**src/rtl/bcd_countdown_timer_if.sv**
```systemverilog
// Control and status bundle for bcd_countdown_timer.
// The master side drives load/start/pause and observes the count and status flags.
interface bcd_countdown_timer_if;
    logic       load;
    logic [7:0] load_val;
    logic       start;
    logic       pause;
    logic [7:0] count;
    logic       running;
    logic       done;
    logic       zero;

    modport master (
        output load, load_val, start, pause,
        input  count, running, done, zero
    );

    modport slave (
        input  load, load_val, start, pause,
        output count, running, done, zero
    );
endinterface

```
**src/rtl/bcd_countdown_timer.sv**
```systemverilog
// Loadable two-digit BCD down-counter (99..00) with start/pause control,
// a programmable decrement prescaler and a one-cycle terminal-count pulse.
module bcd_countdown_timer #(
    parameter int TICK_DIV = 1
) (
    input  logic                   clk,
    input  logic                   reset,
    bcd_countdown_timer_if.slave   bus
);

    localparam int PW = (TICK_DIV > 1) ? $clog2(TICK_DIV) : 1;
    localparam logic [PW-1:0] PRESC_LAST = PW'(TICK_DIV - 1);

    typedef enum logic [1:0] {
        IDLE = 2'd0,
        RUN  = 2'd1,
        HOLD = 2'd2,
        DONE = 2'd3
    } state_e;

    state_e          state_q;
    logic [7:0]      count_q;
    logic [PW-1:0]   presc_q;
    logic            running_q;
    logic            done_q;

    logic [7:0]      load_clamped_d;
    logic [7:0]      count_dec_d;

    function automatic logic [3:0] clamp9(input logic [3:0] digit);
        return (digit > 4'd9) ? 4'd9 : digit;
    endfunction

    // Both digits update in the same cycle; a units borrow wraps units to 9.
    always_comb begin
        load_clamped_d = {clamp9(bus.load_val[7:4]), clamp9(bus.load_val[3:0])};
        if (count_q[3:0] != 4'd0) begin
            count_dec_d = {count_q[7:4], count_q[3:0] - 4'd1};
        end else begin
            count_dec_d = {count_q[7:4] - 4'd1, 4'd9};
        end
    end

    // NOTE: every register here is assigned with <= so all state advances on the same edge.
    always_ff @(posedge clk or posedge reset) begin
        if (reset) begin
            state_q   <= IDLE;
            count_q   <= 8'h00;
            presc_q   <= '0;
            running_q <= 1'b0;
            done_q    <= 1'b0;
        end else begin
            done_q <= 1'b0;
            if (bus.load) begin
                count_q   <= load_clamped_d;
                state_q   <= IDLE;
                presc_q   <= '0;
                running_q <= 1'b0;
            end else begin
                unique case (state_q)
                    IDLE: begin
                        if (bus.start && (count_q != 8'h00)) begin
                            state_q   <= RUN;
                            presc_q   <= '0;
                            running_q <= 1'b1;
                        end
                    end
                    HOLD: begin
                        // Resume keeps the saved prescaler phase.
                        if (bus.start && (count_q != 8'h00)) begin
                            state_q   <= RUN;
                            running_q <= 1'b1;
                        end
                    end
                    RUN: begin
                        if (bus.pause) begin
                            state_q   <= HOLD;
                            running_q <= 1'b0;
                        end else if (presc_q == PRESC_LAST) begin
                            presc_q <= '0;
                            count_q <= count_dec_d;
                            if (count_q == 8'h01) begin
                                state_q   <= DONE;
                                running_q <= 1'b0;
                                done_q    <= 1'b1;
                            end
                        end else begin
                            presc_q <= presc_q + 1'b1;
                        end
                    end
                    DONE: begin
                        state_q <= IDLE;
                    end
                    default: begin
                        state_q <= IDLE;
                    end
                endcase
            end
        end
    end

    assign bus.count   = count_q;
    assign bus.running = running_q;
    assign bus.done    = done_q;
    assign bus.zero    = (count_q == 8'h00);

endmodule

```
**src/flat_wrapper.sv**
```systemverilog
// flat-port wrapper written by rule: the top's interface ports become plain ports
module bcd_countdown_timer_flat 
#(
    parameter int TICK_DIV = 1
)
  (clk, reset, bus_load, bus_load_val, bus_start, bus_pause, bus_count, bus_running, bus_done, bus_zero);
  bcd_countdown_timer_if bus_i ();
  input  logic clk;
  input  logic reset;
  input wire logic [$bits(bus_i.load)-1:0] bus_load;
  input wire logic [$bits(bus_i.load_val)-1:0] bus_load_val;
  input wire logic [$bits(bus_i.start)-1:0] bus_start;
  input wire logic [$bits(bus_i.pause)-1:0] bus_pause;
  output wire logic [$bits(bus_i.count)-1:0] bus_count;
  output wire logic [$bits(bus_i.running)-1:0] bus_running;
  output wire logic [$bits(bus_i.done)-1:0] bus_done;
  output wire logic [$bits(bus_i.zero)-1:0] bus_zero;
  assign bus_i.load = bus_load;
  assign bus_i.load_val = bus_load_val;
  assign bus_i.start = bus_start;
  assign bus_i.pause = bus_pause;
  assign bus_count = bus_i.count;
  assign bus_running = bus_i.running;
  assign bus_done = bus_i.done;
  assign bus_zero = bus_i.zero;
  bcd_countdown_timer #(.TICK_DIV(TICK_DIV)) u_core (.clk(clk), .reset(reset), .bus(bus_i));
endmodule
```
**config.mk**
```make
export PLATFORM = sky130hd
export DESIGN_NAME = bcd_countdown_timer_flat
export DESIGN_NICKNAME = d
export VERILOG_FILES = /design/src/rtl/bcd_countdown_timer_if.sv /design/src/rtl/bcd_countdown_timer.sv /design/src/flat_wrapper.sv
export SDC_FILE = /design/constraint.sdc
export NUM_CORES = 1
export LEC_CHECK = 0
export BUFFER_PORTS_ARGS = -buffer_cell sky130_fd_sc_hd__buf_2
export CAP_MARGIN = 15
export CORE_ASPECT_RATIO = 1.2
export CORE_MARGIN = 3
export CORE_UTILIZATION = 25
export DETAILED_ROUTE_END_ITERATION = 16
export GPL_ROUTABILITY_DRIVEN = 0
export HOLD_SLACK_MARGIN = 0.12
export SLEW_MARGIN = 20
export SYNTH_ARGS = -nofsm -noshare
export SYNTH_HDL_FRONTEND = slang
export SYNTH_SLANG_ARGS = --single-unit
export TNS_END_PERCENT = 5
```
**constraint.sdc**
```tcl
create_clock -name clk -period 3.3 [get_ports clk]
set_clock_uncertainty 0.15 [all_clocks]
set_input_delay 0.165 -clock clk [delete_from_list [all_inputs] [get_ports clk]]
set_output_delay 0.165 -clock clk [all_outputs]
set_load 0.01 [all_outputs]
```
# Word-level counts from Yosys, hierarchy flattened
# Index checks and enable logic that the tools add are counted.
# Widths: inputs -> output; s select.
dict set report totals {
  inputBits 13
  reg_bits 13
  mem_count 0
  elab_cells 66
  romBits 0
  latchBits 0
  output_inout_bits 11
  ram_bits 0
}
dict set report op_classes {
  mul 0
  n_reduce_logical 14
  shift 0
  n_addsub 3
  n_eq_ne 12
  div_mod_pow 0
  n_lt_le_gt_ge 2
  mux 29
  bitwise 0
}
# op n
set ops {}
lappend ops {{$mux 8} 5}
lappend ops {{$mux 1} 14}
lappend ops {{$mux 2} 5}
lappend ops {{$reduce_and 3->1} 3}
lappend ops {{$eq 8x1->1 const B} 1}
lappend ops {{$gt 4x4->1 const B} 2}
lappend ops {{$logic_not 8->1} 1}
lappend ops {{$mux 4} 2}
lappend ops {{$reduce_and 4->1} 2}
lappend ops {{$reduce_bool 8->1} 1}
lappend ops {{$sub 4x1->4 const B} 2}
lappend ops {{$ne 2x2->1 const B} 3}
lappend ops {{$pmux 2 s3} 1}
lappend ops {{$reduce_bool 3->1} 2}
lappend ops {{$eq 2x2->1 const B} 2}
lappend ops {{$ne 4x3->1 const B} 1}
lappend ops {{$ne 4x4->1 const B} 1}
lappend ops {{$pmux 1 s2} 2}
lappend ops {{$reduce_bool 4->1} 1}
lappend ops {{$ne 3x1->1 const B} 1}
lappend ops {{$ne 3x2->1 const B} 1}
lappend ops {{$ne 3x3->1 const B} 1}
lappend ops {{$eq 2x1->1 const B} 1}
lappend ops {{$logic_not 2->1} 1}
lappend ops {{other kinds (4)} 4}

# Depth between registers and ports, before layout
dict set report depth {
  word_depth 6
  depth_mapped 5
  mapped_depth_nobuf 5
}

# Worst setup path before layout
# OpenSTA, ideal clock, no wires.
dict set report synth_timing {
  path_kind {flip-flop to flip-flop}
  start {reg u_core.count_q[1], in the netlist u_core.bus.count[1]}
  end {reg u_core.count_q[7], in the netlist u_core.bus.count[7]}
  stages_incl_launch_ff 5
  arrival_ps 1685
  slack_ps 1383
  setup_ps 82
  t_required_ps 3068
  cell_sequence {dfrtp_1 -> buf_6 -> or4_4 -> or4_1 -> a31oi_1}
}
dict set report synth_via {
  elab_chain_len 3
}
# item line_no
set synth_rtl {}
lappend synth_rtl {{start: declaration} bcd_countdown_timer.sv:22} ;# logic [7:0] count_q;
lappend synth_rtl {{start signal: assignment} bcd_countdown_timer.sv:55} ;# count_q <= load_clamped_d;
lappend synth_rtl {{start signal: assignment} bcd_countdown_timer.sv:81} ;# count_q <= count_dec_d;
lappend synth_rtl {{$reduce_bool 4->1} bcd_countdown_timer.sv:37} ;# if (count_q[3:0] != 4'd0) begin
lappend synth_rtl {{$ne 2x2->1 (no source line)} n/a}
lappend synth_rtl {{$reduce_and 4->1 (no source line)} n/a}
# No other way between the ends.
# A chain may end at the register's enable or synchronous reset.

# Worst setup path after layout
dict set report layout_timing {
  start {in bus_load_val[2]}
  end {reg u_core.count_q[0], in the netlist u_core.bus.count[0]}
}
dict set report layout_via {
  elab_chain_len 3
}
# item line_no
set layout_rtl {}
lappend layout_rtl {{start: declaration} flat_wrapper.sv:11} ;# input wire logic [$bits(bus_i.load_val)-1:0] bus_load_val;
lappend layout_rtl {{$gt 4x4->1} bcd_countdown_timer.sv:31} ;# return (digit > 4'd9) ? 4'd9 : digit;
lappend layout_rtl {{$mux 4} bcd_countdown_timer.sv:31}
lappend layout_rtl {{$mux 8} bcd_countdown_timer.sv:54} ;# if (bus.load) begin
# No other way between the ends.

==> metrics <==
Fillers=285; DR pass1 iterations=4; Achievable Freq=435 MHz; DR WL/cell=12.7 um; Setup Buffers After CTS=0; Post-Synth XOR/XNOR Area=0.0118; flop-to-flop setup slack=~1300 ps; top sig layer=met4; max_slew headroom=0.567; routed wl met3=100 um; CTS buffer count=3; Die ar.=3650 um2; Top cell by count, worst path=dlygate4sd3_1; Antenna Cells=0; Synth Flop Type=dfrtp_1; CP Cell Sequence=dlygate4sd3_1 -> buf_2 -> o21a_1 -> o21ai_0 -> dlygate4sd3_1 -> o21ai_0 -> dlygate4sd3_1; CP top delay family=buffers and inverters; CP Data Required Time=~3300 ps; ys async rst share=1.00; WP buf/inv=4; Slew Viols, Final=0; post-synthesis compound-gate area fraction=0.213; drt drc=0; Root Buffer=clkbuf_4; CP max stage delay=between 500 and 600 ps; Synth Area per Inst=8.92 um2; Vias=785; final setup fails=0; PwrDens=361 nW/um2; crit path max fanout=2; Cell variety after synth=35; nature of the critical path endpoint=flop; Worst setup SP type=input port; DP Wirelength=1380 um; met2 wire length=879 um; Die Height=around 66 um; adder-cell share of the synthesized area=0.0169; Post-synth EDFFs=0; type of the most critical hold path=in2reg; Leak=0.446 nW; Starting Density=0.263; #FFs+latches synth=12; initial antenna violation count=0; DR iter-0 viols=19; num ports=24; Slowest-stage cell, CP=dlygate4sd3_1; crit share post-route=0.697; Max clock buf depth=2; VDD IR max=approximately 0.00014 V; outcome=finished clean; DRT met1 WL=between 900 and 1000 um; first-pass GRT wire length=~3500 um; worst slew pin tran=644 ps; Die X=around 56 um; Total Wirelength=between 1500 and 2000 um; Port-buffer cells=23; largest net degree at the start of global routing=14; RSZ-0062 raised after global routing=no; CTS Sinks=12; Core Box Area=between 2000 and 3000 um2; vias in the first global route=809; critical path type=in2reg; mux cell area share after synthesis=0; critical path arrival=2310 ps; row count=21; routed vias/inst=5.16; Nets=134; CTS tree=yes; maxcap violations=0; layout cells sized above 1=0.237; area of the multi-input gates=392 um2; post-route antenna net violation count=0; CTS H-tree depth=1; overall global routing resource usage=0.119; Mapped Cells=83; total global routing overflow=0; Final Hold Vio Count=0; final setup TNS=0 ps; Synth Net Count=97; clk slew on worst S/H paths=80 ps; sequential share of the synthesized area=0.405; mapped cell area=741 um2; largest family of logic cells by synthesized area=simple AND/OR/NAND/NOR gates; Yosys warnings=0; WHS=121 ps; area delta synth->final=39.7%; clk_lat worst skew=270 ps; register area=300 um2; Simple-Gate Fraction of Synth Area=0.287; Tmin final=2300 ps
[tightest hold or removal path: stages]
cell,delay [ps]
buf_2,100
nor3b_2,90
nand2_1,70
a31oi_1,70
[final timing paths]
| check | startpoint | endpoint | depth (start not counted) |
|---|---|---|---|
| max in group asynchronous | reset | u_core.bus.count[5] | 3 |
| setup reg to reg | u_core.state_q[1] | u_core.bus.count[0] | 4 |
| min in group asynchronous | reset | u_core.bus.done | 3 |
| setup / recovery | bus_load_val[2] | u_core.bus.count[0] | 7 |
| hold / removal | bus_pause | u_core.bus.count[3] | 4 |
| hold reg to reg | u_core.bus.count[7] | u_core.bus.count[7] | 2 |
[cell usage in the layout, fill, tap and decap left out, types with 2 or more instances in the layout]
cell type	count
dfrtp_1	12
a31oi_1	4
a21oi_1	3
nor2_1	7
nor2b_1	3
nand2_1	3
o21a_1	2
clkbuf_4	3
nor4b_1	3
buf_2	23
nor3b_1	2
or4_1	2
inv_1	6
dlygate4sd3_1	14
o21ai_0	5
nor3_1	2
nand3_1	5
[cell usage after synthesis (2+ instances only)]
| library cell | instances | area [um2] |
|---|---|---|
| a21oi_1 | 3 | 15.0 |
| a31oi_1 | 4 | 25.0 |
| clkbuf_1 | 4 | 15.0 |
| dfrtp_1 | 12 | 300 |
| inv_1 | 6 | 22.5 |
| nand2_1 | 3 | 11.3 |
| nand3_1 | 5 | 25.0 |
| nor2_1 | 7 | 26.3 |
| nor2b_1 | 3 | 18.8 |
| nor3_1 | 2 | 10.0 |
| nor3b_1 | 2 | 15.0 |
| nor4b_1 | 3 | 26.3 |
| o21a_1 | 2 | 15.0 |
| o21ai_0 | 5 | 25.0 |
| or4_1 | 2 | 15.0 |
[where the power goes]
part / leakage [nW] / internal (W) / switching, W
clock: 0.0138 / 0.0000422 / 0.0000471
combinational: 0.285 / 0.0000523 / 0.0000475
sequential: 0.147 / 0.000161 / 0.0000237
[state kept, by name, indices dropped and copies added, names as in the netlist]
signal and flops:
u_core.bus.count 8, u_core.state_q 2, u_core.bus.done 1, u_core.bus.running 1
[logic make-up after synthesis]
family                     Yosys count
xor gates and xnor gates             1
AOI/OAI and AO/OA                   23
DFF                                 12
adders and majority gates            1
and+or+nand+nor                     35
buffers and inverters               11
[repair_timing]
item	4_1_cts	5_1_grt
resized for setup	0	0
hold endpoints to repair	22	0
setup endpoints to repair	0	0
hold buffers	14	0
[per-layer routing]
layer  track usage  vias up
li1              -      386
met1         0.142      373
met2         0.201       22
met3        0.0236        4
met4        0.0638        0
met5             0        -
[metrics by stage]
step                cells  total power (W)  cell area (um2)  setup slack [ps]  utilization
floorplan              83         0.000241              741              1380            -
global placement      135         0.000272              872              1370        0.310
detailed placement    135         0.000274              872              1340        0.310
CTS                   152         0.000377             1030              1000        0.368
global route          152         0.000398             1030               869        0.368
finish                152         0.000374             1030               999        0.368
[final cells by class]
cell class                      instances  share of cell area
Inverter                                6              0.0218
Tap cell                               34              0.0411
Timing Repair Buffer                   37               0.247
Multi-Input combinational cell         60               0.378
Clock buffer                            3              0.0218
Sequential cell                        12               0.290
Power figures use the tool's default switching activity.
